--- config.mk ---
export PLATFORM = sky130hd
export DESIGN_NAME = pc_sequencer
export DESIGN_NICKNAME = d
export VERILOG_FILES = /design/src/rtl/branch_pkg.sv /design/src/rtl/branch_target_calc.sv /design/src/rtl/pc_sequencer.sv
export SDC_FILE = /design/constraint.sdc
export NUM_CORES = 1
export LEC_CHECK = 0
export CAP_MARGIN = 20
export CORE_UTILIZATION = 50
export DETAILED_ROUTE_END_ITERATION = 6
export PLACE_DENSITY = 0.85
export SYNTH_ARGS = -nofsm -noshare
export SYNTH_HDL_FRONTEND = slang
export SYNTH_SLANG_ARGS = --single-unit
--- constraint.sdc ---
create_clock -name clk -period 12.9 [get_ports clk]
set_input_delay 2.58 -clock clk [delete_from_list [all_inputs] [get_ports clk]]
set_output_delay 2.58 -clock clk [all_outputs]
set_load 0.02 [all_outputs]
--- src/rtl/branch_pkg.sv ---
// Branch-control encodings shared by the branch-select translator and the
// PC sequencer, plus immediate extraction helpers.
package branch_pkg;

  localparam logic [1:0] BRANCH_NEVER        = 2'b00;
  localparam logic [1:0] BRANCH_ALU_NON_ZERO = 2'b01;
  localparam logic [1:0] BRANCH_ALU_ZERO     = 2'b10;
  localparam logic [1:0] BRANCH_ALWAYS       = 2'b11;

  localparam logic [2:0] BRANCH_SRC_ZERO     = 3'b000;
  localparam logic [2:0] BRANCH_SRC_PC_PLUS4 = 3'b001;
  localparam logic [2:0] BRANCH_SRC_PC       = 3'b010;
  localparam logic [2:0] BRANCH_SRC_REG      = 3'b011;
  localparam logic [2:0] BRANCH_SRC_IMM_I    = 3'b100;
  localparam logic [2:0] BRANCH_SRC_IMM_J    = 3'b101;
  localparam logic [2:0] BRANCH_SRC_IMM_B    = 3'b110;
  localparam logic [2:0] BRANCH_SRC_ZERO_ALT = 3'b111;

  typedef enum logic [2:0] {
    ST_IDLE,
    ST_FETCH,
    ST_WAIT,
    ST_EXEC,
    ST_HALT
  } seq_state_e;

  typedef struct packed {
    logic [31:0] next_pc;
    logic        taken;
    logic        misaligned;
  } branch_res_t;

  function automatic logic [31:0] imm_i(logic [31:7] ir);
    return {{20{ir[31]}}, ir[31:20]};
  endfunction

  function automatic logic [31:0] imm_j(logic [31:7] ir);
    return {{11{ir[31]}}, ir[31], ir[19:12], ir[20], ir[30:21], 1'b0};
  endfunction

  function automatic logic [31:0] imm_b(logic [31:7] ir);
    return {{19{ir[31]}}, ir[31], ir[7], ir[30:25], ir[11:8], 1'b0};
  endfunction

endpackage

--- src/rtl/branch_target_calc.sv ---
// Combinational next-PC logic: operand select, target add, taken
// evaluation and alignment check.
module branch_target_calc (
  input  logic [31:0] pc_i,
  input  logic [31:7] instr_i,
  input  logic [1:0]  op_i,
  input  logic [2:0]  base_src_i,
  input  logic [2:0]  offset_src_i,
  input  logic [31:0] alu_result_i,
  input  logic [31:0] rs1_i,
  output logic [31:0] next_pc_o,
  output logic        taken_o,
  output logic        misaligned_o
);
  import branch_pkg::*;

  logic [31:0] pc_plus4;
  logic [31:0] base;
  logic [31:0] offset;
  logic [31:0] sum;
  logic [31:0] target;
  logic        alu_zero;

  function automatic logic [31:0] operand(
    logic [2:0]  sel,
    logic [31:0] pc,
    logic [31:0] pc4,
    logic [31:0] rs1,
    logic [31:7] ir
  );
    logic [31:0] v;
    v = '0;
    case (sel)
      BRANCH_SRC_ZERO:     v = '0;
      BRANCH_SRC_PC_PLUS4: v = pc4;
      BRANCH_SRC_PC:       v = pc;
      BRANCH_SRC_REG:      v = rs1;
      BRANCH_SRC_IMM_I:    v = imm_i(ir);
      BRANCH_SRC_IMM_J:    v = imm_j(ir);
      BRANCH_SRC_IMM_B:    v = imm_b(ir);
      BRANCH_SRC_ZERO_ALT: v = '0;
      default:             v = '0;
    endcase
    return v;
  endfunction

  assign pc_plus4 = pc_i + 32'd4;
  assign base     = operand(base_src_i, pc_i, pc_plus4, rs1_i, instr_i);
  assign offset   = operand(offset_src_i, pc_i, pc_plus4, rs1_i, instr_i);
  assign sum      = base + offset;

  // Register-relative jumps drop bit 0 of the sum
  assign target = (base_src_i == BRANCH_SRC_REG) ?
                  {sum[31:1], 1'b0} : sum;

  assign alu_zero = (alu_result_i == 32'd0);

  always_comb begin
    taken_o = 1'b0;
    unique case (op_i)
      BRANCH_NEVER:        taken_o = 1'b0;
      BRANCH_ALU_NON_ZERO: taken_o = !alu_zero;
      BRANCH_ALU_ZERO:     taken_o = alu_zero;
      BRANCH_ALWAYS:       taken_o = 1'b1;
      default:             taken_o = 1'b0;
    endcase
  end

  assign misaligned_o = taken_o && (target[1:0] != 2'b00);
  assign next_pc_o    = taken_o ? target : pc_plus4;

endmodule

--- src/rtl/pc_sequencer.sv ---
// Owns the architectural PC: fetches over a valid/ready port, holds the
// instruction for execute, then steps or branches on completion.
module pc_sequencer #(
  parameter logic [31:0] RESET_PC = 32'h0000_0000
) (
  input  logic        clk,
  input  logic        reset,
  output logic        fetch_req_valid,
  output logic [31:0] fetch_req_addr,
  input  logic        fetch_req_ready,
  input  logic        fetch_resp_valid,
  input  logic [31:0] fetch_resp_data,
  output logic [31:0] instr,
  output logic        instr_valid,
  input  logic        exec_done,
  input  logic [1:0]  branch_op,
  input  logic [2:0]  branch_base_src,
  input  logic [2:0]  branch_offset_src,
  input  logic [31:0] alu_result,
  input  logic [31:0] rs1_data,
  output logic [31:0] pc,
  output logic [31:0] pc_plus4,
  output logic        trap_misaligned
);
  import branch_pkg::*;

  seq_state_e  state_q, state_d;
  logic [31:0] pc_q, pc_d;
  logic [31:0] instr_q, instr_d;
  logic        trap_q, trap_d;
  branch_res_t br;

  branch_target_calc u_calc (
    .pc_i         (pc_q),
    .instr_i      (instr_q[31:7]),
    .op_i         (branch_op),
    .base_src_i   (branch_base_src),
    .offset_src_i (branch_offset_src),
    .alu_result_i (alu_result),
    .rs1_i        (rs1_data),
    .next_pc_o    (br.next_pc),
    .taken_o      (br.taken),
    .misaligned_o (br.misaligned)
  );

  always_comb begin
    state_d = state_q;
    pc_d    = pc_q;
    instr_d = instr_q;
    trap_d  = trap_q;
    unique case (state_q)
      ST_IDLE:  state_d = ST_FETCH;
      ST_FETCH: begin
        if (fetch_req_ready) state_d = ST_WAIT;
      end
      ST_WAIT: begin
        if (fetch_resp_valid) begin
          instr_d = fetch_resp_data;
          state_d = ST_EXEC;
        end
      end
      ST_EXEC: begin
        if (exec_done) begin
          // A misaligned taken target freezes pc at the faulting branch
          if (br.misaligned) begin
            trap_d  = 1'b1;
            state_d = ST_HALT;
          end else begin
            pc_d    = br.next_pc;
            state_d = ST_FETCH;
          end
        end
      end
      ST_HALT:  state_d = ST_HALT;
      default:  state_d = ST_IDLE;
    endcase
  end

  always_ff @(posedge clk) begin
    if (reset) begin
      state_q <= ST_IDLE;
      pc_q    <= RESET_PC;
      instr_q <= '0;
      trap_q  <= 1'b0;
    end else begin
      state_q <= state_d;
      pc_q    <= pc_d;
      instr_q <= instr_d;
      trap_q  <= trap_d;
    end
  end

  assign fetch_req_valid = (state_q == ST_FETCH);
  assign fetch_req_addr  = pc_q;
  assign instr           = instr_q;
  assign instr_valid     = (state_q == ST_EXEC);
  assign pc              = pc_q;
  assign pc_plus4        = pc_q + 32'd4;
  assign trap_misaligned = trap_q;

endmodule

==> run metrics <==
Sink Count 68; Power Internal 0.000464 W; reg2reg start fetch_req_addr[11]; hold path startpoint instr[4]; GRT Residual Overflow 0; RD Place Congestion 1.03; Async SR Flop Fraction 0%; pwr dens 72.4 mW/mm^2; reg2reg path depth 14; post-synthesis cell count 1082; met3 GRT Util 8.95%; Cell Area, Placed 0.00949 sq mm; Final min period 7340 ps; post-synthesis area per instance 6.79 sq um; synth-to-layout area growth 33.8%; Initial DRT Pass Iterations 7; wire per inst 20.7 um; register-to-register setup slack 8180 ps; area leader, netlist dfxtp_1; most used routing layer met2; Pwr Total 0.000712 W; met2 Use GR 61.8%; crit start category input pin; clk slew on worst S/H paths 60 ps; GRT Util Overall 38.4%; setup bufs post-CTS 0; CTS tree built; hold path endpoint instr[4]; leakage 3.83 nW; cts bufs inserted 9; CP required 13130 ps; Final Skew 12.6 ps; diode count 0; Final Core Density 69.8%; critical path class in -> reg; crit path max fanout 16; clock latency on the worst-skew pair 350 ps; core area 0.0141 sq mm; DR vias/cell 6.54; Peak VDD IR 70.6 uV; initial antenna violation count 0; layout cells sized above 1 4.12%; H-tree depth 3; Post-CTS Resized 0; Synth top area share 18.5%; DRT iter0 DRCs 1124; Max Clock Freq 136 MHz; Distinct cells, synth 70; Design Area, Final 0.00983 sq mm; hpwl dp 21100 um; largest cells by area after synthesis dfxtp_1 19%, a21oi_1 13%, nand2_1 6.7%, ha_1 5.4%, nor2_1 5.3%; pin count of the biggest net entering global routing 72; CP endpoint kind flop; Sequential Power Share 31.2%; maximum root-to-sink buffer count 2; initial core utilization 52.2%; synthesized net count 1224; Least-Margin Pin Slew 1110 ps; met1 Use GR 49.5%; final worst path period share 56.9%; # DRC 0; sequential share of the synthesized area 18.5%; full die area 0.0152 sq mm; Vias 9269; # setup viols final 0; Max-cap violations 0; switching pwr 0.000248 W; root buf cell clkbuf_16; RSZ-0062 raised after global routing false; Synth warnings 0; WHS Path Cells 2; Synth Flop Type dfxtp_1; Critical Path AT 7570 ps; WL final 29400 um; RR Endpoint fetch_req_addr[26]; Die Ht 123 um; clock group share of total power 35.8%; port bufs 239; status finished, final reports clean; EDFF count, synth 0; final hold vios 0; number of synthesized register bits 68; io pins 240; hold_buf cts 0; Synth top cells by count 186 x a21oi_1, 131 x nand2_1, 104 x nor2_1; placed insts 1400; hold crit path type reg -> reg; nets@finish 1375; most frequent cell after synthesis a21oi_1; Net Sw Frac 34.8%; Final Max Tran Viols 0; Fin Setup TNS 0 ps; Slew HR 25.9%; cell row count 43; chip width 123 um; number of global-route vias before repair 8462; first-pass GRT wire length 44900 um; Finished Layout Cells 1418; Routed Antenna Nets 0; synthesized cell area 0.00735 sq mm; combinational share of power 33.0%
critical path, stage by stage:
cell             delay (ps)
clkdlybuf4s50_1         900
inv_1                   420
nor2_1                  620
nand2_1                 220
o2bb2ai_1               210
ha_1                    320
fa_1                    300
a21oi_1                 100
o21ai_0                 320
a21oi_1                 220
o2111a_1                310
nor3_1                  450
o22ai_1                 210
xor2_1                  250
o21ai_0                 120
power groups by stage:
| stage | clock (W) | combinational (W) | sequential, W |
|---|---|---|---|
| floorplan | 0 | 0.000137 | 0.000227 |
| global placement | 0 | 0.000223 | 0.000226 |
| detailed placement | 0 | 0.000225 | 0.000226 |
| CTS | 0.000256 | 0.000226 | 0.000221 |
| global route | 0.000263 | 0.000252 | 0.000222 |
| finish | 0.000255 | 0.000235 | 0.000222 |
layer usage:
layer	vias to the layer above	wire length [um]
li1	4227	-
met1	4218	11200
met2	720	13200
met3	104	3860
met4	0	1100
met5	-	0
cell families after synthesis:
family | after synthesis | share of synthesized area (%)
DFF | 68 | 18.5
and+or+nand+nor | 356 | 22.5
AOI/OAI and AO/OA | 403 | 35.0
muxes | 11 | 1.57
buffers and inverters | 155 | 10.0
adders and majority gates | 33 | 5.72
xor gates and xnor gates | 56 | 6.67
metrics by stage:
step | hold slack (ps) | worst slack, ps
after floorplan | 482 | 7030
after global placement | 443 | 5660
after detailed placement | 446 | 5460
after CTS | 455 | 5840
after global routing | 481 | 5290
final | 455 | 5560
flip-flops by register name, summed over array words and instances (netlist names):
signal and flops:
state_q 3, trap_misaligned 1, instr 32, fetch_req_addr 32
cells in the final DEF, fill, tap and decap left out, types with 14 or more instances in the layout:
| cell | n |
|---|---|
| a211oi_1 | 15 |
| nor2_1 | 104 |
| a221oi_1 | 14 |
| nand3_1 | 23 |
| inv_1 | 42 |
| o21ai_0 | 40 |
| dfxtp_1 | 68 |
| nor3_1 | 25 |
| a21oi_1 | 186 |
| ha_1 | 32 |
| xor2_1 | 30 |
| nand2_1 | 131 |
| clkdlybuf4s50_1 | 238 |
| a2111oi_0 | 33 |
| a21o_1 | 18 |
| a31oi_1 | 14 |
| xnor2_1 | 26 |
final cells by class:
type,count,area (sq um)
clock buffer,10,229
sequential,68,1360
inverter,43,161
timing repair buffer,252,2520
fill,1245,4260
multi-input combinational,859,5270
clock inverter,6,65.1
tap,180,225
worst max path at each step:
| stage | start | endpoint | slack, ps |
|---|---|---|---|
| CTS | branch_base_src[0] | fetch_req_addr[28] | 5840 |
| floorplan | branch_offset_src[1] | fetch_req_addr[29] | 7030 |
| detailed placement | branch_base_src[0] | fetch_req_addr[28] | 5460 |
| finish | branch_base_src[2] | fetch_req_addr[26] | 5560 |
| global placement | branch_base_src[0] | fetch_req_addr[29] | 5660 |
| global route | branch_base_src[2] | fetch_req_addr[26] | 5290 |
Note: power is estimated with default switching activity, not from simulation.
